File: config.mk
export PLATFORM = sky130hd
export DESIGN_NAME = psum_accumulator_flat
export DESIGN_NICKNAME = d
export VERILOG_FILES = /design/src/rtl/psum_accumulator_if.sv /design/src/rtl/psum_accumulator.sv /design/src/flat_wrapper.sv
export SDC_FILE = /design/constraint.sdc
export NUM_CORES = 1
export LEC_CHECK = 0
export ABC_CLOCK_PERIOD_IN_PS = 3700
export CAP_MARGIN = 15
export CORE_UTILIZATION = 59
export CTS_CLUSTER_SIZE = 24
export DETAILED_ROUTE_END_ITERATION = 8
export DONT_BUFFER_PORTS = 1
export PLACE_DENSITY = 0.81
export SETUP_SLACK_MARGIN = 0.02
export SLEW_MARGIN = 5
export SYNTH_ARGS = -nofsm -noshare
export SYNTH_HDL_FRONTEND = slang
export SYNTH_SLANG_ARGS = --single-unit
File: constraint.sdc
create_clock -name clk -period 3.7 [get_ports clk]
set_input_delay 0.925 -clock clk [delete_from_list [all_inputs] [get_ports clk]]
set_output_delay 0.925 -clock clk [all_outputs]
set_load 0.01 [all_outputs]
File: src/rtl/psum_accumulator_if.sv
// Bundled job-config, psum input and result-output signals for psum_accumulator.
// master drives the job and consumes results; slave is the accumulator.
interface psum_accumulator_if;
    logic         start;
    logic [7:0]   acc_len;
    logic [3:0]   weight_width;
    logic         signed_mode;
    logic         psum_valid;
    logic [51:0]  psum;
    logic         psum_ready;
    logic         out_valid;
    logic         out_ready;
    logic [127:0] out_data;
    logic         busy;
    logic         cfg_err;
    logic         sat;

    modport master (
        output start, acc_len, weight_width, signed_mode, psum_valid, psum, out_ready,
        input  psum_ready, out_valid, out_data, busy, cfg_err, sat
    );

    modport slave (
        input  start, acc_len, weight_width, signed_mode, psum_valid, psum, out_ready,
        output psum_ready, out_valid, out_data, busy, cfg_err, sat
    );
endinterface

File: src/rtl/psum_accumulator.sv
// Four-lane partial-sum accumulator: unpacks each psum word per weight width and sums acc_len beats.
// Define PSUM_ACC_SAT_EN for saturating lane adds (sets sticky sat); otherwise adds wrap.
module psum_accumulator (
    input  logic               clk,
    input  logic               rst_n,
    psum_accumulator_if.slave  bus
);
    localparam logic [1:0] IDLE  = 2'd0;
    localparam logic [1:0] ACCUM = 2'd1;
    localparam logic [1:0] DRAIN = 2'd2;

    logic [1:0] state_reg, state_next;
    logic [7:0] len_reg, cnt_reg;
    logic [3:0] width_reg;
    logic       signed_reg;
    logic       cfg_err_reg;
    logic       start_accept, beat_accept, last_beat, width_legal;
    logic       mode2, mode4;

    assign start_accept = (state_reg == IDLE) && bus.start;
    assign beat_accept  = (state_reg == ACCUM) && bus.psum_valid;
    // len_reg == 0 wraps to 255 here, so a zero length naturally runs 256 beats
    assign last_beat    = beat_accept && (cnt_reg == len_reg - 8'd1);
    assign width_legal  = (bus.weight_width == 4'd2) || (bus.weight_width == 4'd4) ||
                          (bus.weight_width == 4'd8);
    assign mode2        = (width_reg == 4'd2);
    assign mode4        = (width_reg == 4'd4);

    always_comb begin
        state_next = state_reg;
        case (state_reg)
            IDLE:    if (bus.start) state_next = ACCUM;
            ACCUM:   if (last_beat) state_next = DRAIN;
            DRAIN:   if (bus.out_ready) state_next = IDLE;
            default: state_next = IDLE;
        endcase
    end

    always_ff @(posedge clk or negedge rst_n) begin
        if (!rst_n) begin
            state_reg   <= IDLE;
            len_reg     <= '0;
            cnt_reg     <= '0;
            width_reg   <= '0;
            signed_reg  <= 1'b0;
            cfg_err_reg <= 1'b0;
        end else begin
            state_reg <= state_next;
            if (start_accept) begin
                len_reg     <= bus.acc_len;
                cnt_reg     <= '0;
                width_reg   <= width_legal ? bus.weight_width : 4'd8;
                signed_reg  <= bus.signed_mode;
                cfg_err_reg <= !width_legal;
            end else if (beat_accept) begin
                cnt_reg <= cnt_reg + 8'd1;
            end
        end
    end

`ifdef PSUM_ACC_SAT_EN
    logic [3:0] clamp;
    logic       sat_reg;

    always_ff @(posedge clk or negedge rst_n) begin
        if (!rst_n) begin
            sat_reg <= 1'b0;
        end else if (start_accept) begin
            sat_reg <= 1'b0;
        end else if (beat_accept && (|clamp)) begin
            sat_reg <= 1'b1;
        end
    end
    assign bus.sat = sat_reg;
`else
    assign bus.sat = 1'b0;
`endif

    genvar gi;
    generate
        for (gi = 0; gi < 4; gi++) begin : g_lane
            logic [31:0] ext13, ext26, ext32, lane_ext, sum_next, acc_reg;

            assign ext13 = {{19{signed_reg & bus.psum[13*gi+12]}}, bus.psum[13*gi+12 -: 13]};
            if (gi < 2) begin : g_w26
                assign ext26 = {{6{signed_reg & bus.psum[26*gi+25]}}, bus.psum[26*gi+25 -: 26]};
            end else begin : g_w26_off
                assign ext26 = '0;
            end
            if (gi == 0) begin : g_w32
                assign ext32 = bus.psum[31:0];
            end else begin : g_w32_off
                assign ext32 = '0;
            end

            always_comb begin
                lane_ext = ext32;
                if (mode2) begin
                    lane_ext = ext13;
                end else if (mode4) begin
                    lane_ext = ext26;
                end
            end

`ifdef PSUM_ACC_SAT_EN
            logic [32:0] sum_wide;
            logic        ovf;
            assign sum_wide = {1'b0, acc_reg} + {1'b0, lane_ext};
            always_comb begin
                ovf      = 1'b0;
                sum_next = sum_wide[31:0];
                if (signed_reg) begin
                    // overflow only when both operands share a sign the result lost
                    if ((acc_reg[31] == lane_ext[31]) && (sum_wide[31] != acc_reg[31])) begin
                        ovf      = 1'b1;
                        sum_next = acc_reg[31] ? 32'h8000_0000 : 32'h7FFF_FFFF;
                    end
                end else if (sum_wide[32]) begin
                    ovf      = 1'b1;
                    sum_next = 32'hFFFF_FFFF;
                end
            end
            assign clamp[gi] = ovf;
`else
            assign sum_next = acc_reg + lane_ext;
`endif

            always_ff @(posedge clk or negedge rst_n) begin
                if (!rst_n) begin
                    acc_reg <= '0;
                end else if (start_accept) begin
                    acc_reg <= '0;
                end else if (beat_accept) begin
                    acc_reg <= sum_next;
                end
            end

            assign bus.out_data[32*gi +: 32] = acc_reg;
        end
    endgenerate

    assign bus.psum_ready = (state_reg == ACCUM);
    assign bus.out_valid  = (state_reg == DRAIN);
    assign bus.busy       = (state_reg != IDLE);
    assign bus.cfg_err    = cfg_err_reg;
endmodule

File: src/flat_wrapper.sv
// flat-port wrapper written by rule: the top's interface ports become plain ports
module psum_accumulator_flat 
  (clk, rst_n, bus_start, bus_acc_len, bus_weight_width, bus_signed_mode, bus_psum_valid, bus_psum, bus_out_ready, bus_psum_ready, bus_out_valid, bus_out_data, bus_busy, bus_cfg_err, bus_sat);
  psum_accumulator_if bus_i ();
  input  logic clk;
  input  logic rst_n;
  input wire logic [$bits(bus_i.start)-1:0] bus_start;
  input wire logic [$bits(bus_i.acc_len)-1:0] bus_acc_len;
  input wire logic [$bits(bus_i.weight_width)-1:0] bus_weight_width;
  input wire logic [$bits(bus_i.signed_mode)-1:0] bus_signed_mode;
  input wire logic [$bits(bus_i.psum_valid)-1:0] bus_psum_valid;
  input wire logic [$bits(bus_i.psum)-1:0] bus_psum;
  input wire logic [$bits(bus_i.out_ready)-1:0] bus_out_ready;
  output wire logic [$bits(bus_i.psum_ready)-1:0] bus_psum_ready;
  output wire logic [$bits(bus_i.out_valid)-1:0] bus_out_valid;
  output wire logic [$bits(bus_i.out_data)-1:0] bus_out_data;
  output wire logic [$bits(bus_i.busy)-1:0] bus_busy;
  output wire logic [$bits(bus_i.cfg_err)-1:0] bus_cfg_err;
  output wire logic [$bits(bus_i.sat)-1:0] bus_sat;
  assign bus_i.start = bus_start;
  assign bus_i.acc_len = bus_acc_len;
  assign bus_i.weight_width = bus_weight_width;
  assign bus_i.signed_mode = bus_signed_mode;
  assign bus_i.psum_valid = bus_psum_valid;
  assign bus_i.psum = bus_psum;
  assign bus_i.out_ready = bus_out_ready;
  assign bus_psum_ready = bus_i.psum_ready;
  assign bus_out_valid = bus_i.out_valid;
  assign bus_out_data = bus_i.out_data;
  assign bus_busy = bus_i.busy;
  assign bus_cfg_err = bus_i.cfg_err;
  assign bus_sat = bus_i.sat;
  psum_accumulator u_core (.clk(clk), .rst_n(rst_n), .bus(bus_i));
endmodule
---- Word level (Yosys, flattened, before mapping) ----
Index checks and enable logic that the tools add are counted.
word-level totals
  register bits ........................... 152
  input port bits ......................... 70
  latch bits .............................. 0
  ROM bits ................................ 0
  output and inout port bits .............. 133
  logic and storage cells ................. 62
  bits in writable memories ............... 0
  memories kept ........................... 0
operators by class
  bitwise gates (word level) .............. 4
  equality and inequality tests ........... 11
  $add $sub $neg .......................... 6
  multiplexer cells ....................... 21
  order comparisons ....................... 0
  shifts and indexed selects .............. 0
  divide/modulo/power cells ............... 0
  reductions and logical operators ........ 10
  $mul .................................... 0
operators with widths
  cell                   number
  $mux W32               14
  $add A32 B32 Y32       4
  $mux W8                2
  $add A8 B1 Y8 const B  1
  $eq A4 B2 Y1 const B   2
  $eq A4 B3 Y1 const B   2
  $eq A8 B8 Y1           1
  $sub A8 B1 Y8 const B  1
  $mux W2                3
  $pmux W2 S3            1
  $and A1 B1 Y1          4
  $eq A4 B4 Y1 const B   1
  $mux W4                1
  $ne A2 B2 Y1 const B   2
  $reduce_bool A2 Y1     2
  $logic_and A1 B1 Y1    3
  $reduce_and A3 Y1      1
  $eq A2 B1 Y1 const B   1
  $eq A2 B2 Y1 const B   1
  $logic_not A2 Y1       1
  $logic_or A1 B1 Y1     2
  $ne A2 B1 Y1 const B   1
  $logic_not A1 Y1       1

---- Longest topological paths before layout ----
  depth in word-level cells ............... 6
  mapped depth ............................ 16
  mapped depth without buffers ............ 14

---- Worst setup path after synthesis ----
No wires, ideal clock.
  path type ............................... register -> register
  from .................................... register u_core.width_reg[0]
  to ...................................... register u_core.g_lane[2].acc_reg[24]
  arrival time ............................ 3.696 ns
  buffers on the path ..................... 2
  setup slack ............................. -0.118 ns
  stages on the path, launching flop included .. 17
  period minus slack after synthesis ...... 3.818 ns
  cell sequence ........................... dfrtp_1 -> nor4b_4 -> clkbuf_1 -> clkbuf_1 -> and2_1 -> ha_1 -> inv_1 -> fa_1 -> nor2b_1 -> o21a_1 -> o21ai_0 -> a21oi_1 -> a41oi_2 -> nor4_1 -> o31a_1 -> o21ai_0 -> a32o_1
on the way
  longest elaborated chain between the ends .. 5
RTL lines
  element                 line                     RTL
  start, declared         psum_accumulator.sv:14   logic [3:0] width_reg;
  start signal, assigned  psum_accumulator.sv:52   width_reg <= width_legal ? bus.weight_width : 4'd8;
  $eq A4 B2 Y1            psum_accumulator.sv:26   assign mode2 = (width_reg == 4'd2);
  $mux W32                psum_accumulator.sv:98   if (mode2) begin
  $add A32 B32 Y32        psum_accumulator.sv:125  assign sum_next = acc_reg + lane_ext;
  $mux W32                psum_accumulator.sv:133  end else if (beat_accept) begin
  $mux W32                psum_accumulator.sv:131  end else if (start_accept) begin
  end signal, assigned    psum_accumulator.sv:134  acc_reg <= sum_next;
  end, declared           psum_accumulator.sv:82   logic [31:0] ext13, ext26, ext32, lane_ext, sum_next, acc_reg;
No other way between the ends. The select of a mux whose other input is x is not followed.
A chain may end at the register's enable or synchronous reset.

---- Final worst setup path ----
  from .................................... register u_core.width_reg[2]
  to ...................................... register u_core.g_lane[2].acc_reg[24]
The elaborated chain is that of the path after synthesis.

==> results.yml <==
placement:
  gp_congestion: 1.00
  dp_cells: 1810
  pre_cts_ws_ps: -5.32
  dp_hpwl_um: 26800
  port_buffers: 0
  postPlaceCellArea_sq_um: 13300
outcome:
  outcome: "finished clean"
routing:
  remaining_drc_errors: 0
  first_pass_iters: 6
  finalWirelength_um: 37500
  vias: 12062
  postRouteAntennaNets: 0
  drtIter0Drc: 846
  avgRoutedWirePerCell_um: 20.2
  via_per_inst: 6.50
grt:
  grt_use_total_pct: 33.3
  grt_max_degree: 153
  grt_antenna_before_repair: 0
  grt_first_pass_wirelength_um: 58100
  grt_pass1_vias: 11572
  grt.overflow.total: 0
synthesis:
  synthesis.nets: 1723
  synth_flop_cell: "dfrtp_1"
  synth_cell_types: 77
  yosys_warnings: 0
  synthSimpleGateAreaFrac_pct: 19.8
  synth-edff-count: 0
  synth-xor-area-share_pct: 6.59
  avgSynthCellArea_sq_um: 8.24
  synthMuxAreaShare_pct: 0.872
  synthAdderAreaFrac_pct: 12.2
  synth_top_family_by_area: "compound AO/OA/AOI/OAI gates"
  synth-seq-area-share_pct: 30.1
  synth-seq-cells: 152
  syn_inst: 1532
  synthArstFlopShare_pct: 100
  synth_compound_area_share_pct: 26.8
  synth_area_sq_um: 12600
critical_path:
  r2r_cells: 15
  cp.arrival_ps: 3940
  crit_type: "reg -> reg"
  r2r-start: "u_core.width_reg[2]"
  reg2reg_to: "u_core.g_lane[2].acc_reg[24]"
  end_kind: "flop"
  worstPathMaxFanout: 7
  critPathRequiredTime_ps: 4030
  r2r_setup_slack_ps: 90
  startpoint: "u_core.width_reg[2]"
  critPathLaunchType: "flop"
  cp-endpoint: "u_core.g_lane[2].acc_reg[24]"
cts:
  htree_num_levels: 4
  hold_buffers: 0
  cts_made_buffers: 17
  cts_tree: "done"
  worstSkewPairLatency_ps: 450
  clk_pin_slew_ps: 70
  clk_path_buf_depth: 2
  root_buffer: "clkbuf_16"
  cts.sinks: 152
finish:
  layout_commonest_cell: "nand2_1"
  area_growth_pct: 13.9
  fill_cells: 1649
  diodes: 0
  drive_above_1_share_pct: 12.2
  final_cell_mix: "nand2_1 (185), dfrtp_1 (152), o21ai_0 (141), a21oi_1 (109), ha_1 (108)"
  stdcell_area_sq_um: 14400
  largest_reg_flops: 128
  layout.cells.non_filler: 1855
  fin_nets: 1758
pwr:
  p_per_area_nw_per_um2: 442
  peakVddDrop_v: 0.000403
  p_leak_nw: 6.81
floorplan:
  core.rowCount: 53
  core-area_sq_um: 21000
  die_height_um: 148
  die_width_um: 148
  fp.dieArea_sq_um: 22000
  ios: 203
  initial_utilization_pct: 60.1
timing:
  rsz0062_at_grt: "true"
  setup_ws_ps: 87.5
  finClkSkew_ps: 18.0
  setup_tns_ps: 0
  fmax_mhz: 277
  worstMarginPinSlew_ps: 664
  final-hold-violation-count: 0
  slew_headroom_pct: 55.4
  finalSetupViolations: 0
  fin_crit_sh_pct: 97.6
  fin_crit_ps: 3610
  finalMaxSlewViolations: 0
min_path:
  min_path_type: "in -> async"
flow_run:
  cap_violations: 0
## worst min-delay path by stage
stage | start | to | slack (ps) | depth (start not counted)
after floorplan | u_core.len_reg[7] | u_core.len_reg[7] | 470 | 2
after global placement | u_core.len_reg[7] | u_core.len_reg[7] | 490 | 2
after detailed placement | u_core.len_reg[6] | u_core.len_reg[6] | 500 | 2
after CTS | rst_n | u_core.g_lane[3].acc_reg[22] | 170 | 0
after global routing | rst_n | u_core.g_lane[3].acc_reg[22] | 160 | 0
final | rst_n | u_core.g_lane[3].acc_reg[22] | 160 | 0
## power breakdown
group	total, W	internal (W)	leakage [nW]	switching [W]
Sequential	0.00234	0.00191	2.02	0.000422
Clock	0.00187	0.00109	0.300	0.000779
Combinational	0.00215	0.000956	4.49	0.00120
Total	0.00636	0.00396	6.81	0.00240
## per-layer routing
metal	part of all wire, %	up-vias	global-route usage, %
li1	-	5694	-
met1	40	5814	40.8
met2	48	466	55.8
met3	9.1	88	8.90
met4	3.1	0	12.4
met5	0	-	0
## cells in the mapped netlist, types with 5 or more instances
library cell | instances | area share (%)
nand2b_1 | 17 | 0.84
or2_2 | 7 | 0.35
a211oi_1 | 14 | 0.83
nand4_1 | 19 | 0.94
nor2b_1 | 8 | 0.40
and3_1 | 24 | 1.2
nor3_1 | 26 | 1.0
mux2i_1 | 11 | 0.87
xnor2_1 | 45 | 3.1
or4_1 | 8 | 0.48
clkbuf_1 | 56 | 1.7
a21o_1 | 54 | 3.2
and2_1 | 33 | 1.6
o21bai_1 | 15 | 0.89
o41ai_1 | 5 | 0.35
o21a_1 | 21 | 1.2
nor2_1 | 92 | 2.7
nand2_1 | 188 | 5.6
a311oi_1 | 6 | 0.42
xor2_1 | 50 | 3.5
a32o_1 | 8 | 0.63
o21ai_0 | 148 | 5.9
dfrtp_1 | 152 | 30
nor4_1 | 12 | 0.59
or3_1 | 11 | 0.55
buf_1 | 7 | 0.21
o31ai_1 | 14 | 0.83
ha_1 | 117 | 12
a211o_1 | 9 | 0.62
nand3_1 | 39 | 1.5
inv_1 | 53 | 1.6
a22o_1 | 26 | 1.8
a31oi_1 | 26 | 1.3
nor3b_1 | 11 | 0.65
a21oi_1 | 117 | 4.6
o211ai_1 | 14 | 0.83
## layout make-up
cell class | instances | area (sq um) | area share (%)
clock buffers | 19 | 443 | 3.08
clock inverters | 13 | 168 | 1.17
inverters | 54 | 208 | 1.44
multi-input cells | 1260 | 8710 | 60.5
flip-flops and latches | 152 | 3800 | 26.4
well taps | 275 | 344 | 2.39
repair buffers | 82 | 714 | 4.97
## per-stage QoR
step	util (%)	hold WS (ps)	total power (W)
2_1_floorplan	-	467	0.00384
3_3_place_gp	63.4	485	0.00434
3_5_place_dp	63.4	498	0.00440
4_1_cts	66.5	166	0.00627
5_1_grt	68.4	159	0.00672
6_report	68.4	164	0.00636
## worst max-delay path: stages (launching register included)
cell        delay (ps)
dfrtp_1            410
nor4b_4            300
buf_4              180
buf_6              120
and2_4             160
nand2_4             60
clkinvlp_4         210
ha_2               340
and3_4             190
a21oi_1            160
o21ai_0            130
a41oi_2            280
nor4_2              90
o31a_1             290
or3_1              300
a32o_1             250
## kinds of logic (layout without fill, tap and decap cells)
kind of cell,after synthesis,after routing
compound gates,522,522
xor+xnor,95,95
fa+ha+maj,121,121
buf+inv,120,168
flops,152,152
mux,11,11
other cells,1,1
simple gates,510,510
## repair_timing
| item | 4_1_cts | 5_1_grt |
|---|---|---|
| setup endpoints to repair | 13 | 48 |
| gates resized for setup | 7 | 66 |
| setup buffers | 2 | 11 |
| pin swaps | 4 | 16 |
Power figures use the tool's default switching activity.
